--- src/rtl/instruction_fetch.sv ---
// -----------------------------------------------------------------------------
// instruction_fetch
//
// Fetch stage of the RV32E core. Owns the PC and is the only master of the
// combinational program ROM. Each fetched word is captured together with its
// PC into a small FIFO and handed to decode over a valid/ready handshake.
// Redirects from execute flush the FIFO and reload the PC. A misaligned
// redirect target parks the stage in a fault state until an aligned redirect
// arrives.
//
// Ports:
//   clk            in   1   rising-edge clock
//   rst_n          in   1   asynchronous active-low reset
//   rom_addr       out  32  ROM byte address (always the PC register)
//   rom_data       in   32  ROM word for rom_addr, same cycle
//   instr_valid    out  1   FIFO head holds a valid instruction
//   instr          out  32  instruction at FIFO head (0 when empty)
//   instr_pc       out  32  PC of instr (0 when empty)
//   instr_ready    in   1   decode accepts the head this cycle
//   redirect_valid in   1   load redirect_pc into the PC this cycle
//   redirect_pc    in   32  redirect target byte address
//   fetch_fault    out  1   misaligned-target fault state active
//   fault_pc       out  32  last misaligned target (0 if none yet)
// -----------------------------------------------------------------------------
module instruction_fetch #(
    parameter logic [31:0] RESET_PC = 32'h0000_0000,
    parameter int          DEPTH    = 2
) (
    input  logic        clk,
    input  logic        rst_n,
    output logic [31:0] rom_addr,
    input  logic [31:0] rom_data,
    output logic        instr_valid,
    output logic [31:0] instr,
    output logic [31:0] instr_pc,
    input  logic        instr_ready,
    input  logic        redirect_valid,
    input  logic [31:0] redirect_pc,
    output logic        fetch_fault,
    output logic [31:0] fault_pc
);

    localparam int AW    = $clog2(DEPTH);
    localparam int CNT_W = AW + 1;
    localparam logic [CNT_W-1:0] DEPTH_C = CNT_W'(DEPTH);

    typedef enum logic [0:0] {
        ST_RUN   = 1'b0,
        ST_FAULT = 1'b1
    } state_e;

    state_e           state_q,    state_d;
    logic [31:0]      pc_q,       pc_d;
    logic [31:0]      fault_pc_q, fault_pc_d;
    logic [CNT_W-1:0] count_q,    count_d;
    logic [AW-1:0]    rd_ptr_q,   rd_ptr_d;
    logic [AW-1:0]    wr_ptr_q,   wr_ptr_d;

    logic [31:0] mem_instr_q [DEPTH];
    logic [31:0] mem_pc_q    [DEPTH];

    logic push_s;
    logic pop_s;

    // A redirect cancels both sides of the FIFO: nothing is captured and any
    // handshake in that cycle is void for decode as well.
    assign push_s = (state_q == ST_RUN) && (count_q < DEPTH_C) && !redirect_valid;
    assign pop_s  = instr_valid && instr_ready && !redirect_valid;

    assign rom_addr    = pc_q;
    assign instr_valid = (count_q != {CNT_W{1'b0}});
    assign instr       = instr_valid ? mem_instr_q[rd_ptr_q] : 32'h0000_0000;
    assign instr_pc    = instr_valid ? mem_pc_q[rd_ptr_q]    : 32'h0000_0000;
    assign fetch_fault = (state_q == ST_FAULT);
    assign fault_pc    = fault_pc_q;

    // Next-state logic: PC, fault state, FIFO pointers and occupancy.
    always_comb begin
        state_d    = state_q;
        pc_d       = pc_q;
        fault_pc_d = fault_pc_q;
        count_d    = count_q;
        rd_ptr_d   = rd_ptr_q;
        wr_ptr_d   = wr_ptr_q;

        if (redirect_valid) begin
            count_d  = {CNT_W{1'b0}};
            rd_ptr_d = {AW{1'b0}};
            wr_ptr_d = {AW{1'b0}};
            // The PC is always kept word aligned; a misaligned target is
            // remembered in fault_pc instead.
            pc_d     = {redirect_pc[31:2], 2'b00};
            if (redirect_pc[1:0] == 2'b00) begin
                state_d = ST_RUN;
            end else begin
                state_d    = ST_FAULT;
                fault_pc_d = redirect_pc;
            end
        end else begin
            if (push_s) begin
                pc_d     = pc_q + 32'd4;
                wr_ptr_d = wr_ptr_q + AW'(1);
            end else begin
                pc_d     = pc_q;
                wr_ptr_d = wr_ptr_q;
            end

            if (pop_s) begin
                rd_ptr_d = rd_ptr_q + AW'(1);
            end else begin
                rd_ptr_d = rd_ptr_q;
            end

            case ({push_s, pop_s})
                2'b10:   count_d = count_q + CNT_W'(1);
                2'b01:   count_d = count_q - CNT_W'(1);
                default: count_d = count_q;
            endcase
        end
    end

    // Control state registers.
    always_ff @(posedge clk or negedge rst_n) begin
        if (!rst_n) begin
            state_q    <= ST_RUN;
            pc_q       <= RESET_PC;
            fault_pc_q <= 32'h0000_0000;
            count_q    <= {CNT_W{1'b0}};
            rd_ptr_q   <= {AW{1'b0}};
            wr_ptr_q   <= {AW{1'b0}};
        end else begin
            state_q    <= state_d;
            pc_q       <= pc_d;
            fault_pc_q <= fault_pc_d;
            count_q    <= count_d;
            rd_ptr_q   <= rd_ptr_d;
            wr_ptr_q   <= wr_ptr_d;
        end
    end

    // FIFO storage: captures the ROM word and its PC at the tail on a push.
    always_ff @(posedge clk or negedge rst_n) begin
        if (!rst_n) begin
            for (int i = 0; i < DEPTH; i++) begin
                mem_instr_q[i] <= 32'h0000_0000;
                mem_pc_q[i]    <= 32'h0000_0000;
            end
        end else if (push_s) begin
            mem_instr_q[wr_ptr_q] <= rom_data;
            mem_pc_q[wr_ptr_q]    <= pc_q;
        end
    end

endmodule
--- config.mk ---
export PLATFORM = sky130hd
export DESIGN_NAME = instruction_fetch
export DESIGN_NICKNAME = d
export VERILOG_FILES = /design/src/rtl/instruction_fetch.sv
export SDC_FILE = /design/constraint.sdc
export NUM_CORES = 1
export LEC_CHECK = 0
export ABC_AREA = 0
export CAP_MARGIN = 10
export CELL_PAD_IN_SITES_DETAIL_PLACEMENT = 1
export CELL_PAD_IN_SITES_GLOBAL_PLACEMENT = 1
export CORE_MARGIN = 2
export CORE_UTILIZATION = 43
export DETAILED_ROUTE_END_ITERATION = 10
export GPL_TIMING_DRIVEN = 1
export PLACE_DENSITY = 0.95
export REMOVE_ABC_BUFFERS = 1
export SETUP_SLACK_MARGIN = 0.02
export SYNTH_ARGS = -nofsm -noshare
export SYNTH_HDL_FRONTEND = slang
export SYNTH_SLANG_ARGS = --single-unit
--- constraint.sdc ---
create_clock -name clk -period 3.2 [get_ports clk]
set_clock_uncertainty 0.15 [all_clocks]
set_input_delay 0.32 -clock clk [delete_from_list [all_inputs] [get_ports clk]]
set_output_delay 0.32 -clock clk [all_outputs]
set_load 0.05 [all_outputs]
==> results.sh, run 1 <==
export IMPL_whs_ns=0.328
export IMPL_syn_area_mm2=0.00882
export IMPL_p_per_area_mw_per_mm2=722
export IMPL_diodes=0
export IMPL_p_total_mw=8.37
export IMPL_r2r_slack_ns=0.77
export IMPL_io_buffers=193
export IMPL_grt_pass1_wl_um=39900
export IMPL_via_per_inst=5.39
export IMPL_grt_max_degree=100
export IMPL_ys_seq_elements=191
export IMPL_worstMarginPinSlew_ns=1.19
export IMPL_io_pins=198
export IMPL_wire_per_inst_um=21.3
export IMPL_ir_drop_uv=394
export IMPL_drt_initial_drc_count=272
export IMPL_maxSlewViolCount=0
export IMPL_worstPathArrival_ns=2.50
export IMPL_std_cell_rows=52
export IMPL_hpwl_um=17200
export IMPL_clock_sinks=191
export IMPL_hold_viol=0
export IMPL_grt_antenna_before_repair=0
export IMPL_maxSlewHeadroom_pct=20.3
export IMPL_finalWirelength_um=25000
export IMPL_grt_use_total_pct=23.5
export IMPL_chipWidth_um=147
export IMPL_nets=962
export IMPL_grt_pass1_vias=7156
export IMPL_path_class="reg2out"
export IMPL_gp_congestion=0.741
export IMPL_core_area_mm2=0.0202
export IMPL_setup_violations=0
export IMPL_synth_ff_type="dfrtp_1"
export IMPL_grt_overflow=0
export IMPL_dpl_instance_area_mm2=0.0110
export IMPL_crit_required_ns=2.73
export IMPL_syn2layout_area_growth_pct=31.6
export IMPL_dr_pass1_iters=4
export IMPL_die_y_um=147
export IMPL_syn_avg_cell_area_um2=12.4
export IMPL_p_leak_nw=4.61
export IMPL_dieArea_mm2=0.0217
export IMPL_end_kind="output port"
export IMPL_ant_nets=0
export IMPL_cts_made_buffers=17
export IMPL_rsz0062_at_grt="no"
export IMPL_synth_top_family_by_area="multiplexers"
export IMPL_yosys_area_share_simple_pct=9.98
export IMPL_fin_crit_ns=2.97
export IMPL_synthDistinctLibCells=41
export IMPL_final_layout_size_suffix_gt1_share_pct=23.7
export IMPL_fillers=2051
export IMPL_clk_latency_ns=0.44
export IMPL_finalInstanceArea_mm2=0.0116
export IMPL_ctsRootBufferMaster="clkbuf_16"
export IMPL_cts_tree="done"
export IMPL_status="complete, no violations"
export IMPL_num_vias=6334
export IMPL_synth_edff_count=0
export IMPL_drc=0
export IMPL_fmax_mhz=337
export IMPL_min_path_type="in2reg"
export IMPL_htree_levels=4
export IMPL_maxCapViolCount=0
export IMPL_cts_path_max_buffers=2
export IMPL_synth_compound_area_share_pct=3.60
export IMPL_start_util_pct=43.7
export IMPL_min_period_over_period_pct=92.8
export IMPL_clkTransAtPathRegs_ns=0.08
export IMPL_cp_max_fo=26
export IMPL_synthCells=712
export IMPL_async_reset_ff_share_pct=100
export IMPL_ys_warn_count=0
export IMPL_synthXorXnorAreaFrac_pct=1.29
export IMPL_synth_area_mux_share_pct=26.9
export IMPL_start_kind="flip-flop"
export IMPL_utilization_pct=57.5
export IMPL_seq_area_frac_synth_pct=54.2
export IMPL_synth_fa_ha_area_share_pct=0.142
[worst paths after layout]
path                                         start                           to  depth (start not counted)
max                           rd_ptr_q$_DFFE_PN0P_                 instr_pc[13]                          4
min                                 redirect_pc[6]      rom_addr[6]$_DFFE_PN0N_                          3
max reg2reg                rom_addr[7]$_DFFE_PN0N_     rom_addr[21]$_DFFE_PN0N_                          4
min reg2reg                fault_pc[1]$_DFFE_PN0P_      fault_pc[1]$_DFFE_PN0P_                          2
max in group asynchronous                    rst_n      mem_pc_q[7]$_DFFE_PN0P_                          3
min in group asynchronous                    rst_n  mem_instr_q[40]$_DFFE_PN0P_                          2
[layer usage]
metal | vias to the layer above | track usage (%) | wire length [um]
li1 | 2874 | - | -
met4 | 0 | 5.43 | 227
met1 | 3279 | 28.8 | 10600
met2 | 159 | 42.2 | 13100
met5 | - | 0 | 0
met3 | 22 | 5.53 | 1170
[registers in the layout, summed over array words and instances (netlist names)]
signal	cells
mem_instr_q	64
mem_pc_q	60
fault_pc	32
rom_addr	30
count_q	2
fetch_fault	1
rd_ptr_q	1
wr_ptr_q	1
[Yosys cell counts, drive strengths merged (4+ instances only)]
cell	number	share of area, %
nand3	9	0.51
clkbuf	19	0.81
buf	31	2.5
o21ai	20	1.1
dfrtp	191	54
xnor2	8	0.79
xor2	5	0.50
mux2i	64	7.3
and4	6	0.62
inv	8	0.34
or3	6	0.44
or4	8	0.68
a31oi	14	0.99
nor2	84	3.6
nor4	4	0.28
mux2	154	20
nand4	17	1.4
nand2	30	1.3
nor3	4	0.35
o31ai	8	0.68
[layout make-up]
class / instances / area [um^2] / share of cell area, %
Clock buffer: 18 / 429 / 3.70
Multi-Input combinational cell: 465 / 3740 / 32.2
Sequential cell: 191 / 4780 / 41.2
Clock inverter: 14 / 159 / 1.37
Inverter: 8 / 30.0 / 0.259
Tap cell: 270 / 338 / 2.91
Timing Repair Buffer: 210 / 2120 / 18.3
[layout by cell type (no fill, tap or decap), types with 9 or more instances in the layout]
master           instances
clkdlybuf4s50_1        192
dfrtp_1                190
mux2_2                 154
nor2_1                  83
mux2i_1                 64
nand2_1                 30
o21ai_0                 19
clkbuf_16               17
nand4_1                 15
a31oi_1                 14
buf_4                   12
nand3_1                  9
[per-stage QoR]
stage	std cells	setup TNS (ns)	setup slack [ns]
2_1_floorplan	664	-44.43	-0.749
3_3_place_gp	1142	0	0.613
3_5_place_dp	1142	0	0.517
4_1_cts	1175	0	0.0427
5_1_grt	1176	0	0.122
6_report	1176	0	0.229
[cell families after synthesis]
kind of cell             Yosys count
flip-flops                       191
AND/OR/NAND/NOR                  178
other                              1
AO/OA/AOI/OAI                     51
multiplexers                     218
XOR/XNOR                          13
buffers and inverters             59
adder cells (fa/ha/maj)            1
[worst max-delay path, cell delays in order (launching register included)]
cell	delay, ns
dfrtp_4	0.66
buf_12	0.27
mux2i_1	0.14
nor2_1	0.13
clkdlybuf4s50_1	0.84
[power breakdown]
group / total, mW / internal [mW] / switching, mW
clock: 2.15 / 1.17 / 0.982
combinational: 2.63 / 1.16 / 1.47
sequential: 3.59 / 3.12 / 0.471
total: 8.37 / 5.45 / 2.92
[repair_timing]
action | in CTS | in global routing
setup endpoints to repair | 0 | 6
gates resized for setup | 0 | 0
hold buffers | 1 | 0
hold endpoints to repair | 96 | 0
buffers inserted | 0 | 1
No activity file was read; power rests on OpenSTA's default activity.
==> inputs of run 2 (changes only) <==
--- a/constraint.sdc
+++ b/constraint.sdc
@@ -4,2 +4,2 @@
 set_output_delay 0.32 -clock clk [all_outputs]
-set_load 0.05 [all_outputs]
+set_load 0.005 [all_outputs]
==> results.sh, run 2 (same netlist as run 1, synthesis figures left out) <==
export IMPL_status="complete, no violations"
export IMPL_fmax_mhz=346
export IMPL_cpMaxStageDelayCell="dfrtp_4"
export IMPL_path_class="reg2out"
export IMPL_gp_congestion=0.756
export IMPL_drt_initial_drc_count=250
export IMPL_fin_tns_setup_ns=0
export IMPL_largest_register="mem_instr_q"
export IMPL_whs_ns=0.335
export IMPL_drc=0
export IMPL_ir_drop_uv=366
export IMPL_final_layout_size_suffix_gt1_share_pct=23.7
export IMPL_grt_pass1_wl_um=40100
export IMPL_min_path_type="reg2reg"
export IMPL_stdcell_count=1174
export IMPL_clk_latency_ns=0.42
export IMPL_crit_path_max_incr_delay_ns=0.75
export IMPL_fin_crit_ns=2.89
export IMPL_final_cell_mix="clkdlybuf4s50_1 (192), dfrtp_1 (190), mux2_2 (154)"
export IMPL_p_per_area_mw_per_mm2=647
export IMPL_grt_pass1_vias=6973
export IMPL_end_kind="output port"
export IMPL_ant_nets=0
export IMPL_grt_max_degree=91
export IMPL_maxCapViolCount=0
export IMPL_maxSlewViolCount=0
export IMPL_grt_overflow=0
export IMPL_dpl_worst_slack_ns=0.724
export IMPL_final_common_cell="clkdlybuf4s50_1"
export IMPL_largest_reg_flops=64
export IMPL_chipWidth_um=147
export IMPL_setup_violations=0
export IMPL_clkTransAtPathRegs_ns=0.07
export IMPL_start_kind="flip-flop"
export IMPL_fillers=2058
export IMPL_die_y_um=147
export IMPL_multiInputGateArea_mm2=0.00374
export IMPL_rsz0062_at_grt="no"
export IMPL_hpwl_um=17600
export IMPL_dieArea_mm2=0.0217
export IMPL_clock_sinks=191
export IMPL_std_cell_rows=52
export IMPL_p_leak_nw=4.60
export IMPL_htree_levels=4
export IMPL_crit_path_cell_trace="buf_4, mux2i_1, nor2_1, clkdlybuf4s50_1"
export IMPL_min_period_over_period_pct=90.3
export IMPL_cts_path_max_buffers=2
export IMPL_critPathBufInv=2
export IMPL_cp_max_fo=27
export IMPL_core_area_mm2=0.0202
export IMPL_cts_post_setup_buffers_inserted=0
export IMPL_wire_per_inst_um=21.3
export IMPL_nets=960
export IMPL_hold_viol=0
export IMPL_syn2layout_area_growth_pct=31.0
export IMPL_worstPathArrival_ns=2.42
export IMPL_grt_use_total_pct=23.7
export IMPL_seq_area_mm2=0.00478
export IMPL_maxSlewHeadroom_pct=25.2
export IMPL_grt_antenna_before_repair=0
export IMPL_crit_family="buffers and inverters"
export IMPL_dr_pass1_iters=6
export IMPL_cts_made_buffers=17
export IMPL_start_util_pct=43.7
export IMPL_dp_cells=1141
export IMPL_finalWirelength_um=25000
export IMPL_crit_required_ns=2.73
export IMPL_num_vias=6329
export IMPL_cts_tree="done"
export IMPL_io_buffers=193
export IMPL_diodes=0
export IMPL_ctsRootBufferMaster="clkbuf_16"
export IMPL_io_pins=198
export IMPL_worstMarginPinSlew_ns=1.12
export IMPL_via_per_inst=5.39
export IMPL_utilization_pct=57.3
export IMPL_worst_slack_ns=0.311
[run 2: timing repair]
action,in CTS,in global routing
endpoints found under the hold margin,86,0
hold buffers,1,0
gates resized for setup,0,0
[run 2: metrics by stage]
stage / cell area, um^2 / total power, mW
floorplan: 8520 / 4.53
global placement: 11000 / 5.35
detailed placement: 11000 / 5.55
CTS: 11600 / 7.56
global route: 11600 / 7.89
finish: 11600 / 7.47
[run 2: power by group]
group          leakage [nW]  internal [mW]  switching, mW  total [mW]
logic                  2.06           1.16          0.723        1.89
registers              2.26           3.12          0.481        3.60
clock network         0.274           1.03          0.955        1.98
[run 2: metal layers]
metal / global-route usage (%) / part of all wire [%] / up-vias
met3: 5.16 / 4.8 / 24
met5: 0 / 0 / -
met2: 40.8 / 50 / 180
met4: 5.82 / 1.4 / 0
li1: - / - / 2870
met1: 30.6 / 43 / 3255
[run 2: final cells by class]
type | instances | area share, %
sequential | 191 | 41.4
clock inverter | 14 | 0.953
tap | 270 | 2.92
multi-input combinational | 465 | 32.4
clock buffer | 18 | 3.80
timing repair buffer | 208 | 18.3
inverter | 8 | 0.260
[run 2: worst paths after layout]
| path | start | slack [ns] | end | cells past startpoint |
|---|---|---|---|---|
| min in group asynchronous | rst_n | 0.39 | mem_instr_q[49]$_DFFE_PN0P_ | 2 |
| max in group asynchronous | rst_n | 1.70 | fault_pc[11]$_DFFE_PN0P_ | 3 |
| hold / removal | fault_pc[0]$_DFFE_PN0P_ | 0.34 | fault_pc[0]$_DFFE_PN0P_ | 2 |
| setup reg to reg | rom_addr[2]$_DFFE_PN0N_ | 0.64 | rom_addr[24]$_DFFE_PN0N_ | 5 |
| setup / recovery | rd_ptr_q$_DFFE_PN0P_ | 0.31 | instr[20] | 4 |
| hold reg to reg | fault_pc[0]$_DFFE_PN0P_ | 0.34 | fault_pc[0]$_DFFE_PN0P_ | 2 |
[run 2: tightest hold or removal path: cells and delay by family (launching register included)]
family,cells,cell delay (ns)
DFF,1,0.35
and+or+nand+nor,2,0.10
